<file path="src/rtl/ex_lsu_stage_pkg.sv">
// ex_lsu_stage_pkg
// Shared definitions for the EX-stage load/store unit:
//   lsu_size_t  - access size encoding (log2 of the byte count)
//   SZ_B..SZ_D  - named size encodings
//   lsu_state_t - request-side FSM states
//   lsu_desc_t  - layout of the descriptor handed to MEM
package ex_lsu_stage_pkg;

    typedef logic [1:0] lsu_size_t;

    localparam lsu_size_t SZ_B = 2'd0;
    localparam lsu_size_t SZ_H = 2'd1;
    localparam lsu_size_t SZ_W = 2'd2;
    localparam lsu_size_t SZ_D = 2'd3;

    typedef enum logic {
        ST_IDLE,
        ST_REQ
    } lsu_state_t;

    // MSB first: ale, is_store, size[1:0], is_signed
    typedef struct packed {
        logic      ale;
        logic      is_store;
        lsu_size_t size;
        logic      is_signed;
    } lsu_desc_t;

endpackage

</file>
<file path="src/rtl/ex_lsu_stage_if.sv">
// ex_lsu_stage_if
// Request/response bus between the LSU and the data memory side.
//   req, req_wr, req_size, req_addr, req_wstrb, req_wdata : request (LSU drives)
//   addr_ok : request accepted this cycle (memory drives)
//   data_ok : one response returned this cycle, in issue order (memory drives)
// Modports: master = LSU side, slave = memory side.
interface ex_lsu_stage_if
    import ex_lsu_stage_pkg::*;
#(
    parameter int DATA_W = 32,
    parameter int ADDR_W = 32
);
    logic                req;
    logic                req_wr;
    lsu_size_t           req_size;
    logic [ADDR_W-1:0]   req_addr;
    logic [DATA_W/8-1:0] req_wstrb;
    logic [DATA_W-1:0]   req_wdata;
    logic                addr_ok;
    logic                data_ok;

    modport master (
        output req, req_wr, req_size, req_addr, req_wstrb, req_wdata,
        input  addr_ok, data_ok
    );

    modport slave (
        input  req, req_wr, req_size, req_addr, req_wstrb, req_wdata,
        output addr_ok, data_ok
    );
endinterface

</file>
<file path="src/rtl/ex_lsu_stage_strobe_gen.sv">
// ex_lsu_stage_strobe_gen
// Combinational byte-strobe / write-data builder with alignment check.
//   size      in  access size (log2 bytes)
//   is_store  in  strobes are only produced for stores
//   offset    in  address bits below the bus width
//   wdata     in  LSB-aligned store data
//   wstrb     out byte enables for the addressed lanes
//   wdata_rep out store data replicated across every lane group
//   ale       out size wider than the bus, or address not size-aligned
module ex_lsu_stage_strobe_gen
    import ex_lsu_stage_pkg::*;
#(
    parameter int DATA_W = 32
)
(
    input  lsu_size_t                   size,
    input  logic                        is_store,
    input  logic [$clog2(DATA_W/8)-1:0] offset,
    input  logic [DATA_W-1:0]           wdata,
    output logic [DATA_W/8-1:0]         wstrb,
    output logic [DATA_W-1:0]           wdata_rep,
    output logic                        ale
);
    localparam int        STRB_W   = DATA_W / 8;
    localparam int        OFFW     = $clog2(STRB_W);
    localparam lsu_size_t MAX_SIZE = 2'(OFFW);

    logic [3:0]        bytes;
    logic [OFFW-1:0]   amask;
    logic [STRB_W-1:0] base;
    logic [2:0]        lane;

    assign bytes = 4'd1 << size;
    assign amask = OFFW'(bytes - 4'd1);
    assign ale   = (size > MAX_SIZE) | (|(offset & amask));

    // Contiguous run of 'bytes' ones starting at lane 0; oversize accesses
    // saturate to the full bus and are rejected through ale anyway.
    always_comb begin
        base = '1;
        case (size)
            SZ_B:    base = STRB_W'(8'h01);
            SZ_H:    base = STRB_W'(8'h03);
            SZ_W:    base = STRB_W'(8'h0f);
            default: base = '1;
        endcase
    end

    assign wstrb = is_store ? (base << offset) : '0;

    // Each output byte lane takes source byte (lane mod bytes), so the
    // memory can pick the data up from whichever lanes the strobes enable.
    always_comb begin
        wdata_rep = '0;
        lane      = '0;
        for (int i = 0; i < STRB_W; i++) begin
            lane = 3'(i) & 3'(bytes - 4'd1);
            wdata_rep[8*i +: 8] = wdata[8*lane +: 8];
        end
    end

endmodule

</file>
<file path="src/rtl/ex_lsu_stage.sv">
// ex_lsu_stage
// EX-stage load/store unit: alignment check, strobe build, bus request with
// outstanding-transaction tracking, and a one-entry descriptor slot to MEM.
//   clk, reset         clock and asynchronous active-high reset
//   in_*               op from EX (valid/ready handshake)
//   flush              kill everything younger than MEM/WB
//   bus                request/response bus (master side)
//   resp_fwd           current data_ok belongs to a live op
//   out_*              descriptor to MEM (valid/ready handshake)
//   outst_cnt          issued but not yet answered requests
module ex_lsu_stage
    import ex_lsu_stage_pkg::*;
#(
    parameter int DATA_W    = 32,
    parameter int ADDR_W    = 32,
    parameter int MAX_OUTST = 2
)
(
    input  logic                        clk,
    input  logic                        reset,
    input  logic                        in_valid,
    output logic                        in_ready,
    input  logic                        in_is_store,
    input  lsu_size_t                   in_size,
    input  logic                        in_signed,
    input  logic [ADDR_W-1:0]           in_addr,
    input  logic [DATA_W-1:0]           in_wdata,
    input  logic                        flush,
    ex_lsu_stage_if.master              bus,
    output logic                        resp_fwd,
    output logic                        out_valid,
    input  logic                        out_ready,
    output logic                        out_ale,
    output logic                        out_is_store,
    output lsu_size_t                   out_size,
    output logic                        out_signed,
    output logic [$clog2(DATA_W/8)-1:0] out_offset,
    output logic [2:0]                  outst_cnt
);
    localparam int         STRB_W  = DATA_W / 8;
    localparam int         OFFW    = $clog2(STRB_W);
    localparam logic [2:0] MAX_CNT = 3'(MAX_OUTST);

    lsu_state_t        state;
    logic              flushed;
    logic              lat_wr;
    lsu_size_t         lat_size;
    logic              lat_signed;
    logic [ADDR_W-1:0] lat_addr;
    logic [STRB_W-1:0] lat_wstrb;
    logic [DATA_W-1:0] lat_wdata;
    lsu_desc_t         out_desc;
    logic [2:0]        cancel_cnt;

    logic [STRB_W-1:0] gen_wstrb;
    logic [DATA_W-1:0] gen_wdata;
    logic              gen_ale;
    logic              accept;
    logic              issue;
    logic              issue_dead;
    logic              slot_cancel;
    logic              dec;
    logic              drop;

    ex_lsu_stage_strobe_gen #(.DATA_W(DATA_W)) u_strobe_gen (
        .size      (in_size),
        .is_store  (in_is_store),
        .offset    (in_addr[OFFW-1:0]),
        .wdata     (in_wdata),
        .wstrb     (gen_wstrb),
        .wdata_rep (gen_wdata),
        .ale       (gen_ale)
    );

    assign in_ready = (state == ST_IDLE) & ~flush & (outst_cnt < MAX_CNT)
                    & (~out_valid | out_ready);
    assign accept   = in_valid & in_ready;

    assign issue      = (state == ST_REQ) & bus.addr_ok;
    assign issue_dead = issue & (flushed | flush);
    // The slot only ever holds the youngest issued op, and responses come
    // back in order, so its response is still owed exactly when more
    // responses are owed than the one arriving this cycle.
    assign slot_cancel = flush & out_valid & ~out_desc.ale
                       & (outst_cnt > {2'b00, bus.data_ok});
    assign dec  = bus.data_ok & (outst_cnt != 3'd0);
    assign drop = bus.data_ok & (cancel_cnt != 3'd0);

    assign resp_fwd = bus.data_ok & (cancel_cnt == 3'd0);

    assign bus.req       = (state == ST_REQ);
    assign bus.req_wr    = lat_wr;
    assign bus.req_size  = lat_size;
    assign bus.req_addr  = lat_addr;
    assign bus.req_wstrb = lat_wstrb;
    assign bus.req_wdata = lat_wdata;

    assign out_ale      = out_desc.ale;
    assign out_is_store = out_desc.is_store;
    assign out_size     = out_desc.size;
    assign out_signed   = out_desc.is_signed;

    // Request FSM plus the descriptor slot. Once raised, req stays up until
    // addr_ok even across a flush; a flushed request is still issued but
    // its descriptor is discarded and its response is marked for dropping.
    always_ff @(posedge clk or posedge reset) begin
        if (reset) begin
            state      <= ST_IDLE;
            flushed    <= 1'b0;
            lat_wr     <= 1'b0;
            lat_size   <= SZ_B;
            lat_signed <= 1'b0;
            lat_addr   <= '0;
            lat_wstrb  <= '0;
            lat_wdata  <= '0;
            out_valid  <= 1'b0;
            out_desc   <= '0;
            out_offset <= '0;
        end else begin
            if (out_valid & out_ready) begin
                out_valid <= 1'b0;
            end
            case (state)
                ST_IDLE: begin
                    if (accept && gen_ale) begin
                        out_valid  <= 1'b1;
                        out_desc   <= '{ale: 1'b1, is_store: in_is_store,
                                        size: in_size, is_signed: in_signed};
                        out_offset <= in_addr[OFFW-1:0];
                    end else if (accept) begin
                        state      <= ST_REQ;
                        flushed    <= 1'b0;
                        lat_wr     <= in_is_store;
                        lat_size   <= in_size;
                        lat_signed <= in_signed;
                        lat_addr   <= in_addr;
                        lat_wstrb  <= gen_wstrb;
                        lat_wdata  <= gen_wdata;
                    end
                end
                ST_REQ: begin
                    if (flush) begin
                        flushed <= 1'b1;
                    end
                    if (bus.addr_ok) begin
                        state <= ST_IDLE;
                        if (!(flushed || flush)) begin
                            out_valid  <= 1'b1;
                            out_desc   <= '{ale: 1'b0, is_store: lat_wr,
                                            size: lat_size, is_signed: lat_signed};
                            out_offset <= lat_addr[OFFW-1:0];
                        end
                    end
                end
                default: state <= ST_IDLE;
            endcase
            if (flush) begin
                out_valid <= 1'b0;
            end
        end
    end

    // Outstanding and cancelled-response counters.
    always_ff @(posedge clk or posedge reset) begin
        if (reset) begin
            outst_cnt  <= '0;
            cancel_cnt <= '0;
        end else begin
            outst_cnt  <= outst_cnt + {2'b00, issue} - {2'b00, dec};
            cancel_cnt <= cancel_cnt + {2'b00, issue_dead}
                        + {2'b00, slot_cancel} - {2'b00, drop};
        end
    end

endmodule

</file>
<file path="src/flat_wrapper.sv">
// flat-port wrapper written by rule: the top's interface ports become plain ports
module ex_lsu_stage_flat import ex_lsu_stage_pkg::*;
#(
    parameter int DATA_W    = 32,
    parameter int ADDR_W    = 32,
    parameter int MAX_OUTST = 2
)
  (clk, reset, in_valid, in_ready, in_is_store, in_size, in_signed, in_addr, in_wdata, flush, resp_fwd, out_valid, out_ready, out_ale, out_is_store, out_size, out_signed, out_offset, outst_cnt, bus_req, bus_req_wr, bus_req_size, bus_req_addr, bus_req_wstrb, bus_req_wdata, bus_addr_ok, bus_data_ok);
  ex_lsu_stage_if #(.DATA_W(DATA_W), .ADDR_W(ADDR_W)) bus_i ();
  input  logic clk;
  input  logic reset;
  input  logic in_valid;
  output logic in_ready;
  input  logic in_is_store;
  input  lsu_size_t in_size;
  input  logic in_signed;
  input  logic [ADDR_W-1:0] in_addr;
  input  logic [DATA_W-1:0] in_wdata;
  input  logic flush;
  output logic resp_fwd;
  output logic out_valid;
  input  logic out_ready;
  output logic out_ale;
  output logic out_is_store;
  output lsu_size_t out_size;
  output logic out_signed;
  output logic [$clog2(DATA_W/8)-1:0] out_offset;
  output logic [2:0] outst_cnt;
  output wire logic [$bits(bus_i.req)-1:0] bus_req;
  output wire logic [$bits(bus_i.req_wr)-1:0] bus_req_wr;
  output wire logic [$bits(bus_i.req_size)-1:0] bus_req_size;
  output wire logic [$bits(bus_i.req_addr)-1:0] bus_req_addr;
  output wire logic [$bits(bus_i.req_wstrb)-1:0] bus_req_wstrb;
  output wire logic [$bits(bus_i.req_wdata)-1:0] bus_req_wdata;
  input wire logic [$bits(bus_i.addr_ok)-1:0] bus_addr_ok;
  input wire logic [$bits(bus_i.data_ok)-1:0] bus_data_ok;
  assign bus_req = bus_i.req;
  assign bus_req_wr = bus_i.req_wr;
  assign bus_req_size = bus_i.req_size;
  assign bus_req_addr = bus_i.req_addr;
  assign bus_req_wstrb = bus_i.req_wstrb;
  assign bus_req_wdata = bus_i.req_wdata;
  assign bus_i.addr_ok = bus_addr_ok;
  assign bus_i.data_ok = bus_data_ok;
  ex_lsu_stage #(.DATA_W(DATA_W), .ADDR_W(ADDR_W), .MAX_OUTST(MAX_OUTST)) u_core (.clk(clk), .reset(reset), .in_valid(in_valid), .in_ready(in_ready), .in_is_store(in_is_store), .in_size(in_size), .in_signed(in_signed), .in_addr(in_addr), .in_wdata(in_wdata), .flush(flush), .bus(bus_i), .resp_fwd(resp_fwd), .out_valid(out_valid), .out_ready(out_ready), .out_ale(out_ale), .out_is_store(out_is_store), .out_size(out_size), .out_signed(out_signed), .out_offset(out_offset), .outst_cnt(outst_cnt));
endmodule
</file>
<file path="config.mk">
export PLATFORM = sky130hd
export DESIGN_NAME = ex_lsu_stage_flat
export DESIGN_NICKNAME = d
export VERILOG_FILES = /design/src/rtl/ex_lsu_stage_pkg.sv /design/src/rtl/ex_lsu_stage_if.sv /design/src/rtl/ex_lsu_stage_strobe_gen.sv /design/src/rtl/ex_lsu_stage.sv /design/src/flat_wrapper.sv
export SDC_FILE = /design/constraint.sdc
export NUM_CORES = 1
export LEC_CHECK = 0
export ABC_AREA = 1
export BUFFER_PORTS_ARGS = -buffer_cell sky130_fd_sc_hd__clkbuf_2
export CORE_ASPECT_RATIO = 0.5
export CORE_UTILIZATION = 40
export DETAILED_ROUTE_END_ITERATION = 16
export PLACE_DENSITY = 0.69
export SYNTH_ARGS = -nofsm -noshare
export SYNTH_HDL_FRONTEND = slang
export SYNTH_SLANG_ARGS = --single-unit
</file>
<file path="constraint.sdc">
create_clock -name clk -period 2.7 [get_ports clk]
set_input_delay 0.27 -clock clk [delete_from_list [all_inputs] [get_ports clk]]
set_output_delay 0.27 -clock clk [all_outputs]
set_load 0.01 [all_outputs]
</file>
==> impl_metrics.toml, run 1 <==
[critical_path]
cell_breakdown_of_the_critical_path = "inv_1 -> ha_1 -> nand3_1 -> nor2_2 -> nand2_4 -> inv_2 -> nand2_1 -> nand2_1"
worstSetupPathType = "flip-flop to flip-flop"
slowest_delay_ns = 0.59
crit_family = "simple AND/OR/NAND/NOR gates"
worst_setup_path_end_kind = "flip-flop"
cp-start-kind = "flip-flop"
crit_start = "u_core.outst_cnt[1]"
cpMaxStageDelayCell = "sky130_fd_sc_hd__inv_2"
cp_data_required_time_ns = 2.96
path_common_cell = "sky130_fd_sc_hd__nand2_1"
setup_slack_reg_to_reg_ns = 0.60
crit_fanout = 47
worstPathArrival_ns = 2.37
worst_r2r_startpoint = "u_core.outst_cnt[1]"
buffer_and_inverter_count_on_the_worst_path = 2

[status]
status = "finished with violations"
failed_checks = "negative hold slack"

[placed_design]
port_buffers = 159
last_weighted_congestion_value_of_the_routability_driven_placer = 0.797
place_hpwl_um = 7190
dp_cells = 770

[layout]
area.growth.synth_to_final_pct = 29.2
final_cell_mix = "240 x sky130_fd_sc_hd__nand2_1, 159 x sky130_fd_sc_hd__clkbuf_2, 88 x sky130_fd_sc_hd__dfrtp_1"
proportion_of_layout_cells_with_a_drive_suffix_above_1_pct = 28.6
final_common_cell = "sky130_fd_sc_hd__nand2_1"
multi_input_area_mm2 = 0.00153
regArea_mm2 = 0.00220
n_fill_cell = 986
fin_cells = 785
final_nets = 730
antenna_cells = 0

[sta]
max_freq_mhz = 475
post_route_worst_hold_slack_ns = -0.00330
tightest_slew_ns = 0.766
period_needed_ns = 2.10
worst_clock_skew_ns = 0.00652
final_slew_viol_count = 0
hold_viol = 6
rsz0062_at_grt = "false"
final.period_utilization_pct = 77.9
setup_total_negative_slack_ns = 0
setup_viol = 0
max_transition_margin_pct = 48.8

[clocking]
post_cts.repair.setup_buffers = 0
maximum_root_to_sink_buffer_count = 2
clock_insertion_delay_worst_skew_ns = 0.33
post_cts.resized_instances = 0
cell_at_the_root_of_the_clock_tree = "sky130_fd_sc_hd__clkbuf_16"
hold_buffers = 0
clock_transition_at_the_registers_of_the_reported_paths_ns = 0.06
h-tree-depth = 3
clock_tree_from_tritoncts = "done"
cts_inserted_buffers = 9
cts_sinks = 88

[die]
num_io_pins = 160
die_height_um = 72.9
initial_core_util_pct = 41.9
core_outline_area_mm2 = 0.00960
total_die_area_mm2 = 0.0105
dieWidth_um = 144
number_of_placement_rows = 25

[synthesis]
synth_seq_cells = 88
net_count_synth = 576
synth_area_mm2 = 0.00402
seq_area_frac_synth_pct = 54.8
syn_inst = 492
yosysWarnings = 0
syn_area_cell_um2 = 8.17
ys_types = 23

[global_routing]
grt_max_degree = 56
grt_pass1_wl_um = 16100
antenna_found_initial = 0
first_global_vias = 3374
grt_overflow_total = 0
overall_global_routing_usage_pct = 20.2

[routing]
finalWirelength_um = 9870
detail_route.vias_per_cell = 4.56
remaining_drc_errors = 0
average_wire_length_per_cell_after_detail_routing_um = 12.6
antenna_violating_nets_post_route = 0
drt_iter0_markers = 179
drt_pass1_iterations = 5
routed-via-count = 3576

[job]
count_of_maximum_capacitance_violations = 0

[min_path]
hold_path.class = "input port to async pin"

[pwr]
power_density_mw_per_mm2 = 1000
power_leakage_nw = 3.03
vdd_drop_max_mv = 0.396
==> per-stage QoR <==
stage	util (%)	cell area [um^2]	power [mW]	worst slack, ns
finish	54.1	5190	5.19	0.596
global route	54.1	5190	5.61	0.410
CTS	54.1	5190	5.27	0.594
detailed placement	51.1	4900	4.02	0.479
global placement	51.1	4900	3.98	0.554
floorplan	-	4020	3.20	0.151
==> where the power goes <==
group / switching [mW] / internal, mW
sequential: 0.335 / 1.89
clock: 0.480 / 0.736
combinational: 1.01 / 0.744
total: 1.82 / 3.37
==> logic make-up (layout without fill, tap and decap cells) <==
kind of cell,after synthesis,count (layout),synth area share (%)
xor gates and xnor gates,3,3,0.654
and+or+nand+nor,260,260,25.2
DFF,88,88,54.8
adders and majority gates,9,9,3.36
AOI/OAI and AO/OA,69,69,8.84
buffers and inverters,63,221,7.19
==> Yosys cell counts (all sizes together) <==
cell type  number  area share [%]
nand2         242              23
dfrtp          88              55
o21ai          63             7.8
inv            42             3.9
buf            15             2.7
nand3          11             1.4
clkbuf          6            0.56
ha              6             1.9
nor2            6            0.68
fa              3             1.5
a21oi           2            0.25
xor2            2            0.44
a21o            1            0.19
a311oi          1            0.22
a31oi           1            0.16
nor4            1            0.16
o211ai          1            0.19
xnor2           1            0.22
==> state kept, by name, summed over array words and instances (netlist names), 2 cells and up <==
| signal | flops |
|---|---|
| u_core.cancel_cnt | 3 |
| u_core.out_size | 2 |
| u_core.bus.req_addr | 32 |
| u_core.bus.req_size | 2 |
| u_core.outst_cnt | 3 |
| u_core.bus.req_wdata | 32 |
| u_core.bus.req_wstrb | 4 |
| u_core.out_offset | 2 |
==> per-layer routing <==
layer	up-vias	track usage, %	part of all wire [%]
met5	-	0	0
met4	0	6.74	1.4
met3	13	4.92	3.8
met2	72	34.0	50
met1	1663	25.8	45
li1	1828	-	-
==> worst paths after layout <==
path	end	depth (start not counted)
worst min register to register	u_core.bus.req_addr[24]	2
max in group asynchronous	u_core.bus.req_wdata[23]	3
min in group clk	u_core.bus.req_addr[31]	3
worst min-delay path	u_core.bus.req_addr[4]	2
worst max-delay path	u_core.bus.req_wdata[8]	8
worst max register to register	u_core.bus.req_wdata[8]	8
==> final cells by class <==
cell class                 count  share of cell area [%]
sequential                    88                    42.4
inverter                      42                    3.06
timing repair buffer         164                    16.3
clock inverter                 3                   0.819
clock buffer                  12                    4.75
multi-input combinational    341                    29.4
tap                          135                    3.25
No activity file was read; power rests on OpenSTA's default activity.
==> inputs of run 2 (changes only) <==
--- a/config.mk
+++ b/config.mk
@@ -10,7 +10,7 @@
 export CORE_ASPECT_RATIO = 0.5
 export CORE_UTILIZATION = 40
 export DETAILED_ROUTE_END_ITERATION = 16
-export PLACE_DENSITY = 0.69
+export PLACE_DENSITY = 0.72
 export SYNTH_ARGS = -nofsm -noshare
 export SYNTH_HDL_FRONTEND = slang
 export SYNTH_SLANG_ARGS = --single-unit
==> constraint.sdc (replaced) <==
create_clock -name clk -period 1.8 [get_ports clk]
set_input_delay 0.18 -clock clk [delete_from_list [all_inputs] [get_ports clk]]
set_output_delay 0.18 -clock clk [all_outputs]
set_load 0.01 [all_outputs]
==> run 2 against run 1 <==
Effect of this change: the flow finishes with violations (negative setup slack); highest routed layer unchanged; die area stayed put; sequential cell count unchanged; critical path type unchanged; via count is 2.2% higher.
==> impl_metrics.toml, run 2 (same netlist as run 1, synthesis figures left out) <==
[global_routing]
grt_overflow_total = 0
overall_global_routing_usage_pct = 20.4
grt_max_degree = 89
grt_pass1_wl_um = 16300
first_global_vias = 3406
antenna_found_initial = 0

[sta]
setup_slack_ns = -0.0388
final_slew_viol_count = 0
max_freq_mhz = 544
hold_viol = 0
period_needed_ns = 1.84
max_transition_margin_pct = 68.3
final.period_utilization_pct = 102
rsz0062_at_grt = "true"
tightest_slew_ns = 0.476
worst_clock_skew_ns = 0.00639
setup_viol = 2

[layout]
final_common_cell = "sky130_fd_sc_hd__nand2_1"
postLayoutCoreUtil_pct = 57.5
n_fill_cell = 913
final_nets = 752
antenna_cells = 0
area.growth.synth_to_final_pct = 37.4
fin_cells = 808
multi_input_area_mm2 = 0.00163
regArea_mm2 = 0.00220
proportion_of_layout_cells_with_a_drive_suffix_above_1_pct = 34.5
final_cell_mix = "239 x sky130_fd_sc_hd__nand2_1, 159 x sky130_fd_sc_hd__clkbuf_2, 87 x sky130_fd_sc_hd__dfrtp_1"

[clocking]
clock_insertion_delay_worst_skew_ns = 0.34
maximum_root_to_sink_buffer_count = 2
cts_sinks = 88
clock_transition_at_the_registers_of_the_reported_paths_ns = 0.06
h-tree-depth = 3
clock_tree_from_tritoncts = "done"
cts_inserted_buffers = 9
cell_at_the_root_of_the_clock_tree = "sky130_fd_sc_hd__clkbuf_16"

[pwr]
vdd_drop_max_mv = 0.687
power_density_mw_per_mm2 = 1500
power_leakage_nw = 3.13

[placed_design]
place_hpwl_um = 7390
last_weighted_congestion_value_of_the_routability_driven_placer = 0.799
dp_cells = 787
port_buffers = 159
placement.setup.worst_slack_ns = -0.127

[critical_path]
cp_data_required_time_ns = 2.01
worstPathArrival_ns = 2.05
cpMaxStageDelayCell = "sky130_fd_sc_hd__fa_2"
cp-start-kind = "flip-flop"
crit_family = "adder cells"
slowest_delay_ns = 0.42
crit_fanout = 3
worstSetupPathType = "flip-flop to flip-flop"
cell_breakdown_of_the_critical_path = "inv_2 -> ha_4 -> nand2_2 -> nand3_2 -> a311oi_2 -> fa_2 -> fa_2"
buffer_and_inverter_count_on_the_worst_path = 1
worst_setup_path_end_kind = "flip-flop"
path_common_cell = "sky130_fd_sc_hd__fa_2"

[routing]
average_wire_length_per_cell_after_detail_routing_um = 12.6
drt_pass1_iterations = 4
antenna_violating_nets_post_route = 0
routed-via-count = 3653
finalWirelength_um = 10200
detail_route.vias_per_cell = 4.52
remaining_drc_errors = 0
drt_iter0_markers = 231

[die]
core_outline_area_mm2 = 0.00960
total_die_area_mm2 = 0.0105
num_io_pins = 160
initial_core_util_pct = 41.9
dieWidth_um = 144
die_height_um = 72.9
number_of_placement_rows = 25

[job]
count_of_maximum_capacitance_violations = 0

[min_path]
hold_path.class = "input port to flip-flop"

[status]
failed_checks = "negative setup slack"
status = "finished with violations"
## run 2: cell types whose count changed in the layout (fill, tap and decap cells not counted), sizes merged
cell / delta
buf: +21
clkbuf: -2
clkinv: -1
clkinvlp: +4
dlygate4sd3: +1
## run 2: stage by stage
step | hold WS (ns) | area, um^2 | total power [mW] | setup TNS [ns]
2_1_floorplan | 0.273 | 4050 | 4.85 | -0.0784
3_3_place_gp | 0.341 | 5100 | 6.17 | -0.0500
3_5_place_dp | 0.346 | 5100 | 6.28 | -0.242
4_1_cts | 0.0239 | 5440 | 8.26 | -0.158
5_1_grt | 0.0292 | 5530 | 8.95 | -0.260
6_report | 0.0313 | 5530 | 8.31 | -0.0709
## run 2: cell type report
| type | instances | area share [%] |
|---|---|---|
| Sequential cell | 88 | 39.9 |
| Multi-Input combinational cell | 341 | 29.4 |
| Timing Repair Buffer | 186 | 19.2 |
| Clock buffer | 10 | 4.33 |
| Tap cell | 135 | 3.06 |
| Inverter | 42 | 2.92 |
| Clock inverter | 6 | 1.25 |
## run 2: worst register-to-register path, stage by stage, from the launching register on
cell,delay [ns]
sky130_fd_sc_hd__dfrtp_1,0.37
sky130_fd_sc_hd__inv_2,0.08
sky130_fd_sc_hd__ha_4,0.17
sky130_fd_sc_hd__nand2_2,0.05
sky130_fd_sc_hd__nand3_2,0.06
sky130_fd_sc_hd__a311oi_2,0.31
sky130_fd_sc_hd__fa_2,0.26
sky130_fd_sc_hd__fa_2,0.42
## run 2: power breakdown
part	internal (mW)	total [mW]	switching, mW
Combinational	1.40	3.08	1.68
Clock	1.12	1.91	0.792
Sequential	2.84	3.32	0.487
## run 2: worst paths after layout
check / to / slack, ns / startpoint / depth (start not counted)
min reg2reg: u_core.bus.req_wdata[25] / 0.48 / u_core.bus.req_wdata[25] / 2
min: u_core.bus.req_addr[27] / 0.03 / in_addr[27] / 3
max in group asynchronous: u_core.bus.req_addr[9] / 0.90 / reset / 4
max: u_core.cancel_cnt[1] / -0.04 / u_core.outst_cnt[2] / 7
min in group asynchronous: u_core.out_valid / 0.54 / reset / 4
max reg2reg: u_core.cancel_cnt[1] / -0.04 / u_core.outst_cnt[2] / 7
## run 2: timing repair
item                                    CTS  global route
hold endpoints to repair                 88             0
setup buffers                             1             3
hold buffers                              1             0
endpoints found under the setup margin    3             4
pin swaps                                 5             4
gates resized for setup                   5            13
## run 2: routing by layer
metal	wire, um	track usage, %	vias up	share of wire, %
met5	0	0	-	0
met4	175	6.50	0	1.7
met1	4580	25.6	1695	45
met2	5080	34.8	71	50
met3	385	5.45	15	3.8
li1	-	-	1872	-
==> inputs of run 3 (changes only) <==
--- a/config.mk
+++ b/config.mk
@@ -11,6 +11,7 @@
 export CORE_UTILIZATION = 40
 export DETAILED_ROUTE_END_ITERATION = 16
 export PLACE_DENSITY = 0.72
+export SKIP_LAST_GASP = 1
 export SYNTH_ARGS = -nofsm -noshare
 export SYNTH_HDL_FRONTEND = slang
 export SYNTH_SLANG_ARGS = --single-unit
==> run 3 against run 2 <==
Effect of this change: the run still ends with negative setup slack left; combinational power is essentially flat; register-to-register slack is essentially flat; utilization shrank 0.13 points; sequential power is essentially flat; power shrank 0.22%; critical path type unchanged; sequential cell count is the same; non-clock buffer count is the same; largest cell class unchanged; first-iteration DRC count shrank 0.43%; wire length is essentially flat; die area is the same; hold slack is essentially flat.
==> impl_metrics.toml, run 3 (same netlist as run 1, synthesis figures left out) <==
[status]
status = "finished with violations"
failed_checks = "negative setup slack"

[die]
initial_core_util_pct = 41.9
die_height_um = 72.9
core_outline_area_mm2 = 0.00960
total_die_area_mm2 = 0.0105
dieWidth_um = 144
number_of_placement_rows = 25
num_io_pins = 160

[min_path]
min_delay_path_depth = 3
hold_path_end = "u_core.bus.req_addr[27]"
hold_path.startpoint = "in_addr[27]"
hold_path.class = "input port to flip-flop"

[routing]
met2_wirelength_um = 5090
route.met3.wl_um = 384
drt-met1-wl_um = 4580
uppermost_signal_routing_layer_after_detailed_routing = "met4"
antenna_violating_nets_post_route = 0
drt_pass1_iterations = 4
routed-via-count = 3657
average_wire_length_per_cell_after_detail_routing_um = 12.7
detail_route.vias_per_cell = 4.53
remaining_drc_errors = 0
finalWirelength_um = 10200
drt_iter0_markers = 230

[clocking]
cts_sinks = 88
clock_insertion_delay_worst_skew_ns = 0.34
clock_tree_from_tritoncts = "done"
maximum_root_to_sink_buffer_count = 2
clock_transition_at_the_registers_of_the_reported_paths_ns = 0.06
h-tree-depth = 3
cts_inserted_buffers = 9
cell_at_the_root_of_the_clock_tree = "sky130_fd_sc_hd__clkbuf_16"

[layout]
proportion_of_layout_cells_with_a_drive_suffix_above_1_pct = 34.3
area.growth.synth_to_final_pct = 37.1
final_cell_mix = "239 x sky130_fd_sc_hd__nand2_1, 159 x sky130_fd_sc_hd__clkbuf_2, 87 x sky130_fd_sc_hd__dfrtp_1"
final_nets = 752
finalInstanceArea_mm2 = 0.00551
antenna_cells = 0
postLayoutCoreUtil_pct = 57.4
final_common_cell = "sky130_fd_sc_hd__nand2_1"

[global_routing]
grt_pass1_wl_um = 16300
first_global_vias = 3406
grt_overflow_total = 0
antenna_found_initial = 0
overall_global_routing_usage_pct = 20.4
grt_max_degree = 89

[sta]
final_slew_viol_count = 0
max_transition_margin_pct = 68.3
period_needed_ns = 1.84
tightest_slew_ns = 0.476
max_freq_mhz = 542
hold_viol = 0
post_route_worst_hold_slack_ns = 0.0317
final.period_utilization_pct = 102
setup_viol = 2
setup_slack_ns = -0.0433
worst_clock_skew_ns = 0.00639
rsz0062_at_grt = "true"

[pwr]
vdd_drop_max_mv = 0.686
power_density_mw_per_mm2 = 1500
finalPower_mw = 8.29
power_leakage_nw = 3.13

[critical_path]
cell_breakdown_of_the_critical_path = "inv_2 -> ha_1 -> a311oi_2 -> fa_2 -> fa_2"
worst-r2r-cell-count = 5
path_common_cell = "sky130_fd_sc_hd__fa_2"
cp-start-kind = "flip-flop"
buffer_and_inverter_count_on_the_worst_path = 1
crit_family = "adder cells"
worstPathArrival_ns = 2.05
worstSetupPathType = "flip-flop to flip-flop"
cpMaxStageDelayCell = "sky130_fd_sc_hd__fa_2"
setup_slack_reg_to_reg_ns = -0.04
cp_data_required_time_ns = 2.01
worst_r2r_startpoint = "u_core.outst_cnt[0]"
slowest_delay_ns = 0.42
regToRegEndpoint = "u_core.cancel_cnt[1]"
worst_setup_path_end_kind = "flip-flop"
crit_fanout = 2

[placed_design]
placed_area_mm2 = 0.00510
last_weighted_congestion_value_of_the_routability_driven_placer = 0.799
port_buffers = 159
place_hpwl_um = 7390

[job]
count_of_maximum_capacitance_violations = 0
## run 3: cell counts in the layout (fill, tap and decap cells not counted)
Identical to the previous run, type by type.
## run 3: power breakdown
part | leakage, nW | internal (mW) | switching [mW]
registers | 1.11 | 2.84 | 0.488
clock network | 0.137 | 1.12 | 0.791
logic | 1.88 | 1.39 | 1.67
## run 3: worst max-delay path by stage
stage	depth (start not counted)	slack [ns]	to	start
2_1_floorplan	7	-0.05	u_core.cancel_cnt[1]	u_core.outst_cnt[1]
3_3_place_gp	7	-0.05	u_core.cancel_cnt[1]	u_core.outst_cnt[2]
3_5_place_dp	7	-0.13	u_core.cancel_cnt[1]	u_core.outst_cnt[2]
4_1_cts	8	-0.06	u_core.cancel_cnt[2]	u_core.flushed
5_1_grt	8	-0.13	u_core.cancel_cnt[2]	u_core.bus.req
6_report	5	-0.04	u_core.cancel_cnt[1]	u_core.outst_cnt[0]
## run 3: cell type report
type	count	area, um^2
fill	915	4090
sequential	88	2200
multi-input combinational	341	1610
timing repair buffer	186	1060
clock buffer	10	239
tap	135	169
inverter	42	161
clock inverter	6	68.8
## run 3: worst reg2reg max path, delay by kind of cell (launching register included)
kind                       cells  cell delay (ns)
adders and majority gates      3             0.97
DFF                            1             0.36
AOI/OAI and AO/OA              1             0.33
buffers and inverters          1             0.05
## run 3: per-stage QoR
stage	TNS, ns	setup WS (ns)	cells
CTS	-0.164	-0.0621	805
detailed placement	-0.242	-0.127	787
global placement	-0.0500	-0.0486	787
global route	-0.259	-0.125	808
floorplan	-0.0784	-0.0542	492
finish	-0.0754	-0.0433	808
## run 3: what timing repair did
action,in CTS,in global routing
pin swaps,5,4
resized for setup,3,14
endpoints found under the setup margin,3,4
hold buffers,1,0
hold endpoints to repair,88,0
setup buffers,1,3
## run 3: routing by layer
metal / global-route usage [%] / vias to the layer above
met3: 5.45 / 15
li1: - / 1873
met2: 34.8 / 70
met5: 0 / -
met4: 6.50 / 0
met1: 25.6 / 1699
